==> src/rtl/elm_prod_accum.sv <==
// elm_prod_accum: frame accumulator for the signed 32-bit products of the
// approximate multiplier. Sums up to LEN products per frame into a signed
// ACC_W accumulator (wrapping or saturating) and presents each frame sum on
// a valid/ready output stream together with its element count and an
// overflow flag.
module elm_prod_accum #(
  parameter int unsigned LEN   = 8,
  parameter int unsigned ACC_W = 40,
  parameter int unsigned SAT   = 0,
  parameter int unsigned CNT_W = $clog2(LEN + 1)
) (
  input  logic             clk,
  input  logic             rst,
  input  logic             flush,
  input  logic             in_valid,
  output logic             in_ready,
  input  logic [31:0]      in_p,
  input  logic             in_last,
  output logic             out_valid,
  input  logic             out_ready,
  output logic [ACC_W-1:0] out_sum,
  output logic [CNT_W-1:0] out_count,
  output logic             out_ovf
);

  localparam logic [1:0] ST_IDLE  = 2'd0;
  localparam logic [1:0] ST_ACCUM = 2'd1;
  localparam logic [1:0] ST_DRAIN = 2'd2;

  localparam logic [ACC_W-1:0] SUM_MAX = {1'b0, {(ACC_W-1){1'b1}}};
  localparam logic [ACC_W-1:0] SUM_MIN = {1'b1, {(ACC_W-1){1'b0}}};
  localparam logic [CNT_W-1:0] CNT_LEN = CNT_W'(LEN);

  logic [1:0]       state_q,     state_d;
  logic [ACC_W-1:0] acc_q,       acc_d;
  logic [CNT_W-1:0] cnt_q,       cnt_d;
  logic             ovf_q,       ovf_d;
  logic             out_valid_q, out_valid_d;
  logic [ACC_W-1:0] out_sum_q,   out_sum_d;
  logic [CNT_W-1:0] out_count_q, out_count_d;
  logic             out_ovf_q,   out_ovf_d;

  logic [ACC_W-1:0] p_ext;
  logic [ACC_W-1:0] sum_raw;
  logic [ACC_W-1:0] sum_res;
  logic             add_ovf;
  logic [CNT_W-1:0] cnt_inc;
  logic             accept;
  logic             close;

  // Sign-extend the product to accumulator width.
  assign p_ext = ACC_W'($signed(in_p));

  // Ready depends on state and the abort controls only, never on in_valid.
  assign in_ready = (state_q != ST_DRAIN) & ~rst & ~flush;
  assign accept   = in_valid & in_ready;

  // Adder with signed-overflow detect, optional clamp, and frame-close decode.
  always_comb begin
    sum_raw = acc_q + p_ext;
    add_ovf = (acc_q[ACC_W-1] == p_ext[ACC_W-1]) &&
              (sum_raw[ACC_W-1] != acc_q[ACC_W-1]);
    sum_res = sum_raw;
    if ((SAT != 0) && add_ovf) begin
      sum_res = acc_q[ACC_W-1] ? SUM_MIN : SUM_MAX;
    end
    cnt_inc = cnt_q + CNT_W'(1);
    close   = in_last | (cnt_inc == CNT_LEN);
  end

  // Next-state and next-output logic; flush discards the open or held frame.
  always_comb begin
    state_d     = state_q;
    acc_d       = acc_q;
    cnt_d       = cnt_q;
    ovf_d       = ovf_q;
    out_valid_d = out_valid_q;
    out_sum_d   = out_sum_q;
    out_count_d = out_count_q;
    out_ovf_d   = out_ovf_q;

    if (flush) begin
      state_d     = ST_IDLE;
      acc_d       = '0;
      cnt_d       = '0;
      ovf_d       = 1'b0;
      out_valid_d = 1'b0;
    end else begin
      case (state_q)
        ST_IDLE, ST_ACCUM: begin
          if (accept) begin
            if (close) begin
              out_sum_d   = sum_res;
              out_count_d = cnt_inc;
              out_ovf_d   = ovf_q | add_ovf;
              out_valid_d = 1'b1;
              state_d     = ST_DRAIN;
            end else begin
              acc_d   = sum_res;
              cnt_d   = cnt_inc;
              ovf_d   = ovf_q | add_ovf;
              state_d = ST_ACCUM;
            end
          end
        end
        ST_DRAIN: begin
          if (out_ready) begin
            out_valid_d = 1'b0;
            acc_d       = '0;
            cnt_d       = '0;
            ovf_d       = 1'b0;
            state_d     = ST_IDLE;
          end
        end
        default: begin
          state_d     = ST_IDLE;
          acc_d       = '0;
          cnt_d       = '0;
          ovf_d       = 1'b0;
          out_valid_d = 1'b0;
        end
      endcase
    end
  end

  // State and output registers with synchronous reset.
  always_ff @(posedge clk) begin
    if (rst) begin
      state_q     <= ST_IDLE;
      acc_q       <= '0;
      cnt_q       <= '0;
      ovf_q       <= 1'b0;
      out_valid_q <= 1'b0;
      out_sum_q   <= '0;
      out_count_q <= '0;
      out_ovf_q   <= 1'b0;
    end else begin
      state_q     <= state_d;
      acc_q       <= acc_d;
      cnt_q       <= cnt_d;
      ovf_q       <= ovf_d;
      out_valid_q <= out_valid_d;
      out_sum_q   <= out_sum_d;
      out_count_q <= out_count_d;
      out_ovf_q   <= out_ovf_d;
    end
  end

  assign out_valid = out_valid_q;
  assign out_sum   = out_sum_q;
  assign out_count = out_count_q;
  assign out_ovf   = out_ovf_q;

endmodule

==> config.mk <==
export PLATFORM = sky130hd
export DESIGN_NAME = elm_prod_accum
export DESIGN_NICKNAME = d
export VERILOG_FILES = /design/src/rtl/elm_prod_accum.sv
export SDC_FILE = /design/constraint.sdc
export NUM_CORES = 1
export LEC_CHECK = 0
export BUFFER_PORTS_ARGS = -buffer_cell sky130_fd_sc_hd__buf_2
export CAP_MARGIN = 10
export CORE_UTILIZATION = 45
export DETAILED_ROUTE_END_ITERATION = 8
export PLACE_DENSITY = 0.7
export SYNTH_ARGS = -nofsm -noshare
export SYNTH_HDL_FRONTEND = slang
export SYNTH_SLANG_ARGS = --single-unit
==> constraint.sdc <==
create_clock -name clk -period 4.3 [get_ports clk]
set_clock_uncertainty 0.1 [all_clocks]
set_input_delay 0.86 -clock clk [delete_from_list [all_inputs] [get_ports clk]]
set_output_delay 0.86 -clock clk [all_outputs]
set_load 0.005 [all_outputs]
==> results of run 1 <==
synthesized netlist by cell type (all sizes together), types with 14 or more instances:
cell type  instances
nand3             35
a22o              14
a21oi            103
dfxtp             93
o21ai             39
xnor2             28
clkbuf            34
ha                40
nor2              34
nand4             15
a21o              31
inv               17
nand2            115
power by group:
part	leakage, nW	switching (mW)	internal, mW
sequential	0.753	0.0167	0.886
clock	0.158	0.342	0.519
combinational	1.95	0.178	0.113
cell type report:
| cell class | instances | share of cell area, % |
|---|---|---|
| Inverter | 17 | 0.9832 |
| Clock buffer | 10 | 3.682 |
| Timing Repair Buffer | 91 | 7.480 |
| Tap cell | 168 | 3.239 |
| Sequential cell | 93 | 28.69 |
| Clock inverter | 5 | 1.157 |
| Multi-Input combinational cell | 562 | 54.77 |
cells by family (layout without fill, tap and decap cells):
logic type,count (synthesis),count (layout)
buf+inv,63,123
mux,3,3
compound gates,241,241
flops,93,93
fa+ha+maj,41,41
simple gates,237,237
xor+xnor,40,40
critical path, delay by kind of cell:
kind / cells / cell delay (ns)
adder cells (fa/ha/maj): 2 / 0.65
AND/OR/NAND/NOR: 1 / 0.45
AO/OA/AOI/OAI: 7 / 1.63
buffers and inverters: 1 / 0.10
placed cells by master (no fill, tap or decap), types with 19 or more instances in the layout:
cell type,n
o21ai_1,19
buf_2,84
nand3_1,34
nor2_1,33
ha_1,40
xnor2_1,28
nand2_1,115
dfxtp_1,93
a21oi_1,97
a21o_1,31
per-stage QoR:
stage / setup WS, ns / util (%) / instance area, um^2 / power [mW]
6_report: 0.7721 / 53.58 / 6490 / 2.054
5_1_grt: 0.6696 / 53.58 / 6490 / 2.132
4_1_cts: 0.8258 / 53.58 / 6490 / 2.063
3_5_place_dp: 0.4989 / 50.99 / 6176 / 1.208
3_3_place_gp: 0.6335 / 50.99 / 6176 / 1.200
2_1_floorplan: 0.9479 / - / 5660 / 1.122
per-layer routing:
layer  up-vias  GRT usage, %  routed length, um
met5         -             0                  0
met4         0         8.658                337
met3        32         4.129                851
met2       163         39.80               7057
met1      2538         31.23               6997
li1       2690             -                  -
how the worst min path moves through the flow:
stage                                           to  slack [ns]                     start  depth (start not counted)
after global placement    out_sum[12]$_SDFFE_PP0P_        0.34  out_sum[12]$_SDFFE_PP0P_                          2
after detailed placement  out_sum[17]$_SDFFE_PP0P_        0.34  out_sum[17]$_SDFFE_PP0P_                          2
after floorplan             acc_q[24]$_SDFFE_PP0P_        0.33    acc_q[24]$_SDFFE_PP0P_                          2
after global routing      out_sum[27]$_SDFFE_PP0P_        0.37  out_sum[27]$_SDFFE_PP0P_                          2
after CTS                 out_sum[17]$_SDFFE_PP0P_        0.35  out_sum[17]$_SDFFE_PP0P_                          2
final                     out_sum[12]$_SDFFE_PP0P_        0.35  out_sum[12]$_SDFFE_PP0P_                          2
registers in the layout (all words and copies together) (netlist names):
register / cells
out_valid: 1
ovf_q: 1
cnt_q: 4
out_count: 4
state_q: 2
acc_q: 40
out_ovf: 1
out_sum: 40
==> key figures, run 1 <==
Clock tree
  • CTS root buf: clkbuf_16
  • CTS tree: built
  • Clock Sinks: just over 90
  • Skew-Pair Late Insertion Delay: ~0.35 ns
  • Post-CTS Hold Fix Bufs: 0
  • CTS H-tree lvls: 3
  • Setup Fix Bufs, Post-CTS: 0
  • Reg clk slew, reported paths: 0.06 ns
  • Clock buffer depth: 2
  • CTS buffer count: 9
  • Post-cts sizing count: 0

STA
  • Hold slack final: between 0.3 and 0.4 ns
  • Relative slew margins: about 51%
  • Tmin final: 3.528 ns
  • Slew @ Worst Pin: 0.7367 ns
  • RSZ-0062 raised after global routing: false
  • Fmax: around 280 MHz
  • Final hold violations: 0
  • TNS Setup: 0 ns
  • Endpoints failing setup: 0
  • Final Cycle Share: around 82%
  • Final Slew Violations: 0

Yosys
  • Xor/xnor share of the synthesized area: under 10%
  • Mapped cell area: roughly 0.0057 mm^2
  • Top_reg_cell synth: dfxtp_1
  • Register bit total from synthesis: between 90 and 100
  • Top cells by area, synth: dfxtp_1, ha_1, a21oi_1, nand2_1, xnor2_1
  • Post-synth top area share: around a third
  • Largest area contributor in the netlist: dfxtp_1
  • Largest family of logic cells by synthesized area: compound AO/OA/AOI/OAI gates
  • Fraction of the mapped netlist area in adder cells: 9.195%
  • Syn. warnings: 0
  • Post-synthesis async set-or-reset flop share: 0%
  • Simple-gate portion of the synthesized area: approximately a fifth
  • Unique masters post-synth: 59
  • EDFF count, synth: 0
  • Synthesized Nets: 797
  • Register area share after synthesis: approximately a third
  • Syn Inst Count: roughly 720
  • Compound-Gate Fraction of Synth Area: roughly 28%
  • Post-synthesis area per instance: roughly 8 um^2
  • Mux share of post-synthesis cell area: 0.5747%

Die
  • DIE AREA: approximately 0.013 mm^2
  • Initial Util: a little under half
  • Io pins: 85
  • Die height: roughly 110 um
  • Core area: around 0.012 mm^2
  • Die X: 114.2 um
  • # rows: 40

Critical path
  • Setup Crit Path Kind: in2reg
  • Reg-to-reg startpoint: acc_q[0]$_SDFFE_PP0P_
  • Register-to-register path setup slack: between 1 and 1.5 ns
  • RR Endpoint: out_sum[36]$_SDFFE_PP0P_
  • R2R cell count: 10
  • Kind of start point of the critical path: input pin
  • Worst path max stage delay: between 0.4 and 0.5 ns
  • CP Launch Point: in_p[0]
  • Crit Path Max Fanout: 3
  • Worst path most repeated cell: o21ai_1
  • Critical Path RT: between 4 and 5 ns
  • Crit path to: out_sum[36]$_SDFFE_PP0P_
  • CP arrival: between 3 and 4 ns
  • Crit-path cells: buf_2 > ha_1 > fa_1 > a21oi_1 > o211ai_1 > a211oi_1 > o31ai_1 > o21ai_1 > o21ai_1 > or4_1 > a31oi_1
  • Worst setup EP type: register
  • Critical-path top delay cell: or4_1

Cells and area
  • Final non-filler cell total: around 950
  • Register Area: 0.001862 mm^2
  • Area delta synth->final: 14.66%
  • N_diodes: 0
  • Layout cells sized above 1: 16.32%
  • Fillers: ~1,200
  • Final Net Count: between 800 and 900
  • Area of the multi-input gates: roughly 0.0036 mm^2

Outcome
  • Status: completed

Placement
  • Post-DP HPWL: 10,790 um
  • Placed cell count: approximately 930
  • IO Port Bufs: 84
  • Placer Congestion: between 0.9 and 1

GRT
  • Global-route wire length before repair: ~25,000 um
  • Initial antenna violation count: 0
  • Vias in the first global route: 5,255
  • Total GRT Usage: approximately a quarter
  • Grt total ovfl: 0
  • Largest net degree at the start of global routing: 40

Route
  • Antenna viol nets, final: 0
  • Initial DRC count: ~330
  • Drt pass-1 iters: 5
  • Detail-routed via count per cell: 5.733
  • Vias: ~5,400
  • DRC: 0
  • Total Wirelength: between 15,000 and 20,000 um
  • Routed length per instance: ~16 um

Flow run
  • Max cap viols: 0

Power and ir drop
  • Power per Cell Area: between 300 and 400 mW/mm^2
  • Pleak: between 2 and 3 nW
  • Peak supply drop: around 160 uV

Worst hold path
  • Hold crit path type: reg2reg
No activity file was read; power rests on OpenSTA's default activity.
==> run 2, diff against run 1 <==
==> constraint.sdc (replaced) <==
create_clock -name clk -period 3.3 [get_ports clk]
set_clock_uncertainty 0.1 [all_clocks]
set_input_delay 0.66 -clock clk [delete_from_list [all_inputs] [get_ports clk]]
set_output_delay 0.66 -clock clk [all_outputs]
set_load 0.005 [all_outputs]
==> key figures, run 2 (same netlist as run 1, synthesis figures left out) <==
Outcome
  • Status: completed

Critical path
  • Crit path buffers/inverters: 1
  • Kind of start point of the critical path: input pin
  • CP delay by family, top: compound AO/OA/AOI/OAI gates
  • CP Launch Point: in_p[0]
  • Critical-path top delay cell: fa_1
  • RR Endpoint: acc_q[38]$_SDFFE_PP0P_
  • CP arrival: about 3.2 ns
  • Worst setup EP type: register
  • Setup Crit Path Kind: in2reg
  • Crit Path Max Fanout: 4
  • Register-to-register path setup slack: 0.32 ns
  • Crit path to: acc_q[38]$_SDFFE_PP0P_
  • Critical Path RT: around 3.4 ns
  • Crit-path cells: buf_2 > ha_1 > fa_1 > a21oi_2 > o21ai_1 > a21oi_1 > o211ai_1 > a41oi_2 > o21ai_2 > a21o_1 > a41o_1 > a221o_1
  • Crit path depth: 12
  • R2R cell count: 11
  • Worst path max stage delay: 0.43 ns
  • Reg-to-reg startpoint: acc_q[0]$_SDFFE_PP0P_

Die
  • Io pins: 85
  • Die X: between 100 and 150 um
  • Die height: 114.2 um
  • Core area: roughly 0.012 mm^2
  • Initial Util: 46.74%
  • # rows: 40
  • DIE AREA: between 0.01 and 0.015 mm^2

Cells and area
  • N_diodes: 0
  • Final Cell Area: 0.006775 mm^2
  • Area delta synth->final: 19.69%
  • Most frequent cells in the layout: nand2_1, a21oi_1, dfxtp_1, buf_2, buf_4
  • Commonest non-fill, non-tap cell in the layout: nand2_1
  • Final non-filler cell total: 982
  • Layout cells sized above 1: 20.15%
  • Final Net Count: between 800 and 900

Route
  • Vias: around 5,600
  • Antenna viol nets, final: 0
  • Total Wirelength: around 16,000 um
  • Routed length per instance: 15.95 um
  • Initial DRC count: around 330
  • Drt pass-1 iters: 4
  • Detail-routed via count per cell: between 5 and 6
  • DRC: 0

STA
  • RSZ-0062 raised after global routing: false
  • Hold slack final: between 0.3 and 0.4 ns
  • Fmax: ~330 MHz
  • TNS Setup: 0 ns
  • Final hold violations: 0
  • Final Cycle Share: ~93%
  • Tmin final: ~3 ns
  • Final Slew Violations: 0
  • Relative slew margins: about 54%
  • Slew @ Worst Pin: approximately 0.7 ns
  • Endpoints failing setup: 0

Clock tree
  • CTS tree: built
  • Clock Sinks: 93
  • Clock buffer depth: 2
  • Skew-Pair Late Insertion Delay: about 0.35 ns
  • CTS H-tree lvls: 3
  • CTS root buf: clkbuf_16
  • Post-CTS Hold Fix Bufs: 0
  • Reg clk slew, reported paths: around 0.070 ns
  • CTS buffer count: 9

Worst hold path
  • Hold crit path type: reg2reg

GRT
  • Grt total ovfl: 0
  • Total GRT Usage: between 20% and 30%
  • Vias in the first global route: ~5,300
  • Initial antenna violation count: 0
  • Global-route wire length before repair: roughly 26,000 um
  • Largest net degree at the start of global routing: 39

Placement
  • IO Port Bufs: 84
  • Placer Congestion: about 0.9
  • Placed cell area: 0.006434 mm^2
  • Post-DP HPWL: 11,480 um
  • Placed cell count: 967

Power and ir drop
  • Net Sw Frac: ~26%
  • Power per Cell Area: around 410 mW/mm^2
  • Pleak: slightly above 3 nW
  • Total power draw: ~2.8 mW
  • Clk pwr share: 43.0%
  • Sw Pwr: 0.7149 mW
  • P_int: slightly above 2 mW
  • Peak supply drop: roughly 180 uV
  • Sequential share of power: between 40% and 50%
  • Combinational power share: ~15%

Flow run
  • Max cap viols: 0
[run 2: changes by cell type in the layout (fill, tap and decap cells not counted), sizes merged]
cell	before	now
buf	91	127
clkinv	3	1
bufinv	2	3
clkbuf	10	9
clkinvlp	0	1
inv	17	18
[run 2: what timing repair did]
item	in CTS	in global routing
setup endpoints to repair	0	3
setup buffers	0	0
endpoints found under the hold margin	0	0
gates resized for setup	0	2
[run 2: final cells by class]
class / count / area, um^2
Clock buffer: 9 / 225.2
Clock inverter: 6 / 111.4
Fill cell: 1183 / 5336
Inverter: 17 / 63.81
Multi-Input combinational cell: 562 / 3560
Sequential cell: 93 / 1862
Tap cell: 168 / 210.2
Timing Repair Buffer: 127 / 743.2
[run 2: tightest hold or removal path: cells and delay by family, from the launching register on]
| family | cells | cell delay [ns] |
|---|---|---|
| DFF | 1 | 0.30 |
| and+or+nand+nor | 1 | 0.05 |
| AOI/OAI and AO/OA | 1 | 0.05 |
[run 2: power by group through the flow]
stage / Combinational (mW) / Sequential [mW] / Clock, mW
after floorplan: 0.264 / 1.20 / 0
after global placement: 0.388 / 1.20 / 0
after detailed placement: 0.397 / 1.20 / 0
after CTS: 0.401 / 1.18 / 1.21
after global routing: 0.446 / 1.18 / 1.26
final: 0.405 / 1.18 / 1.19
[run 2: worst min-delay path by stage]
stage,start,to,slack (ns),cells past startpoint
floorplan,acc_q[24]$_SDFFE_PP0P_,acc_q[24]$_SDFFE_PP0P_,0.33,2
global placement,out_sum[13]$_SDFFE_PP0P_,out_sum[13]$_SDFFE_PP0P_,0.34,2
detailed placement,out_sum[31]$_SDFFE_PP0P_,out_sum[31]$_SDFFE_PP0P_,0.34,2
CTS,out_sum[31]$_SDFFE_PP0P_,out_sum[31]$_SDFFE_PP0P_,0.35,2
global route,out_sum[23]$_SDFFE_PP0P_,out_sum[23]$_SDFFE_PP0P_,0.37,2
finish,out_sum[13]$_SDFFE_PP0P_,out_sum[13]$_SDFFE_PP0P_,0.35,2
[run 2: routing by layer]
layer / up-vias / routed length [um] / track usage, % / share of wire [%]
met2: 200 / 7035 / 39.56 / 45
met4: 0 / 384 / 10.56 / 2.5
met5: - / 0 / 0 / 0
li1: 2766 / - / - / -
met3: 28 / 875 / 4.500 / 5.6
met1: 2575 / 7364 / 33.22 / 47
[run 2: per-stage QoR]
| step | setup WS (ns) | util (%) |
|---|---|---|
| CTS | 0.1803 | 55.90 |
| finish | 0.2318 | 55.94 |
| global placement | -0.06935 | 53.12 |
| detailed placement | -0.1708 | 53.12 |
| global route | 0.04268 | 55.94 |
| floorplan | 0.1479 | - |
==> run 3, diff against run 2 <==
--- a/config.mk
+++ b/config.mk
@@ -5,8 +5,9 @@
 export SDC_FILE = /design/constraint.sdc
 export NUM_CORES = 1
 export LEC_CHECK = 0
+export ABC_AREA = 1
 export BUFFER_PORTS_ARGS = -buffer_cell sky130_fd_sc_hd__buf_2
-export CAP_MARGIN = 10
+export CAP_MARGIN = 20
 export CORE_UTILIZATION = 45
 export DETAILED_ROUTE_END_ITERATION = 8
 export PLACE_DENSITY = 0.7
==> key figures, run 3 <==
Outcome
  • Status: completed

Die
  • # rows: 43
  • Io pins: 85
  • Die height: roughly 120 um
  • Core area: roughly 0.014 mm^2
  • DIE AREA: around 0.015 mm^2
  • Die X: 122.5 um
  • Initial Util: 46.52%

Route
  • Antenna viol nets, final: 0
  • Met3 wire len: 1397 um
  • Initial DRC count: approximately 490
  • DR top layer: met4
  • Met2 WL: 7655 um
  • M1 WL: about 9400 um
  • Vias: approximately 7,000
  • DRC: 0
  • Routed length per instance: between 10 and 15 um
  • Detail-routed via count per cell: just over 5
  • Drt pass-1 iters: 7
  • Total Wirelength: between 15,000 and 20,000 um

Critical path
  • Critical Path RT: between 3 and 4 ns
  • R2R cell count: 14
  • CP arrival: approximately 2.7 ns
  • Critical-path top delay cell: fa_1
  • RR Endpoint: out_sum[32]$_SDFFE_PP0P_
  • Worst setup EP type: register
  • Worst path max stage delay: around 0.43 ns
  • Setup Crit Path Kind: in2reg
  • Register-to-register path setup slack: roughly 0.86 ns
  • Crit Path Max Fanout: 5
  • Crit-path cells: buf_2 > ha_1 > fa_1 > nand3_1 > nand3_1 > nand2_1 > nand3_1 > nand2_1 > nand2_1 > nand2_1 > nand3b_1 > nand2_1 > nand2_1 > nand2_1 > inv_1
  • Crit path buffers/inverters: 2
  • Worst path most repeated cell: nand2_1
  • CP delay by family, top: simple AND/OR/NAND/NOR gates
  • Reg-to-reg startpoint: acc_q[0]$_SDFFE_PP0P_
  • Kind of start point of the critical path: input pin

Cells and area
  • N_diodes: 0
  • Layout cells sized above 1: 10.84%
  • Final Net Count: about 1,200
  • Final non-filler cell total: 1,342
  • Commonest non-fill, non-tap cell in the layout: nand2_1
  • Most frequent cells in the layout: nand2_1, inv_1, nor2_1, dfxtp_1, a21oi_1
  • Area delta synth->final: 12.95%

Placement
  • IO Port Bufs: 84
  • Placer Congestion: 0.9880
  • Placed cell count: approximately 1,300
  • Post-DP HPWL: 14,440 um

Clock tree
  • Reg clk slew, reported paths: roughly 0.070 ns
  • Post-cts sizing count: 0
  • CTS buffer count: 9
  • CTS root buf: clkbuf_16
  • Clock Sinks: 93
  • CTS H-tree lvls: 3
  • Setup Fix Bufs, Post-CTS: 0
  • CTS tree: built
  • Clock buffer depth: 2
  • Skew-Pair Late Insertion Delay: between 0.3 and 0.4 ns
  • Post-CTS Hold Fix Bufs: 0

Yosys
  • Largest area contributor in the netlist: dfxtp_1
  • Post-synth top area share: between 20% and 30%
  • EDFF count, synth: 0
  • Count leader, synth: nand2_1
  • Top_reg_cell synth: dfxtp_1
  • Post-synthesis async set-or-reset flop share: 0%
  • Unique masters post-synth: 38
  • Syn. warnings: 0
  • Post-synthesis area per instance: just over 6 um^2
  • Top cells by area, synth: dfxtp_1, nand2_1, inv_1, ha_1, a21oi_1
  • Synthesized Nets: approximately 1,200
  • Syn Inst Count: about 1,100
  • Register area share after synthesis: between 20% and 30%
  • Mapped cell area: approximately 0.0065 mm^2
  • Most common library cells after synthesis: nand2_1, inv_1, nor2_1
  • Register bit total from synthesis: a little over 90

GRT
  • Grt total ovfl: 0
  • Global-route wire length before repair: around 30,000 um
  • Initial antenna violation count: 0
  • Vias in the first global route: 6,230
  • Largest net degree at the start of global routing: 47
  • Total GRT Usage: between 20% and 30%

STA
  • Final Cycle Share: 76.90%
  • RSZ-0062 raised after global routing: false
  • Tmin final: approximately 2.5 ns
  • Slew @ Worst Pin: roughly 0.94 ns
  • Final hold violations: 0
  • TNS Setup: 0 ns
  • Relative slew margins: 36.82%
  • Fmax: between 300 and 400 MHz
  • Final Slew Violations: 0
  • Endpoints failing setup: 0

Power and ir drop
  • Pleak: between 4 and 5 nW
  • Power per Cell Area: about 350 mW/mm^2
  • Peak supply drop: around 280 uV

Worst hold path
  • Worst hold start: out_count[3]$_SDFFE_PP0P_
  • Hold Path End: out_count[3]$_SDFFE_PP0P_
  • Hold crit path type: reg2reg
  • Hold path depth: 2

Flow run
  • Max cap viols: 0
==> run 3: changes by cell type after synthesis, moves of 23 or more <==
cell	before	now
a21o_1	31	5
clkbuf_1	34	11
inv_1	17	160
nand2_1	115	388
nor2_1	34	99
xnor2_1	28	3
==> run 3: kinds of logic (layout without fill, tap and decap cells) <==
group | after synthesis | in the layout | share of synthesized area, %
flip-flops | 93 | 93 | 28.50
adder cells (fa/ha/maj) | 41 | 41 | 7.968
buffers and inverters | 194 | 275 | 11.86
AND/OR/NAND/NOR | 575 | 575 | 35.66
AO/OA/AOI/OAI | 158 | 158 | 13.22
XOR/XNOR | 20 | 20 | 2.796
==> run 3: worst max path at each step <==
stage / startpoint / end / slack [ns] / cells past startpoint
2_1_floorplan: in_p[0] / out_sum[22]$_SDFFE_PP0P_ / 0.89 / 14
3_3_place_gp: in_p[0] / out_sum[32]$_SDFFE_PP0P_ / 0.41 / 15
3_5_place_dp: in_p[0] / out_sum[32]$_SDFFE_PP0P_ / 0.41 / 15
4_1_cts: in_p[0] / out_sum[22]$_SDFFE_PP0P_ / 0.78 / 15
5_1_grt: in_p[0] / out_sum[22]$_SDFFE_PP0P_ / 0.59 / 15
6_report: in_p[0] / out_sum[32]$_SDFFE_PP0P_ / 0.76 / 15
==> run 3: where the power goes <==
group          internal (mW)  switching [mW]  total [mW]
sequential              1.15          0.0172        1.17
combinational          0.123           0.228       0.352
clock                  0.554           0.478        1.03
==> run 3: area by class of cell <==
cell class                 instances  area, um^2
inverter                         168       630.6
clock buffer                      11       252.7
sequential                        93        1862
fill                            1460        6664
multi-input combinational        794        3896
clock inverter                     4       31.28
timing repair buffer              92       480.5
tap                              180       225.2
==> run 3: per-layer routing <==
layer,up-vias,GRT usage (%)
met5,-,0
met4,0,8.765
met3,29,4.600
met2,238,39.57
met1,3021,38.53
li1,3529,-
==> run 3: worst register-to-register path, cell delays in order, from the launching register on <==
cell and delay, ns:
dfxtp_1 0.32, ha_1 0.25, fa_1 0.44, nand3_1 0.09, nand3_1 0.18, nand2_1 0.13
nand3_1 0.12, nand2_1 0.11, nand2_1 0.15, nand2_1 0.14, nand3b_1 0.12, nand2_1 0.08
nand2_1 0.05, nand2_1 0.05, inv_1 0.03
==> run 3: metrics by stage <==
stage / setup WS (ns) / total power [mW] / cell area [um^2] / hold slack [ns] / utilization (%)
floorplan: 0.8945 / 1.421 / 6533 / 0.3437 / -
global placement: 0.4130 / 1.539 / 7094 / 0.3517 / 50.52
detailed placement: 0.4082 / 1.539 / 7094 / 0.3564 / 50.52
CTS: 0.7785 / 2.556 / 7378 / 0.3687 / 52.54
global route: 0.5855 / 2.650 / 7378 / 0.3875 / 52.54
finish: 0.7623 / 2.551 / 7378 / 0.3646 / 52.54
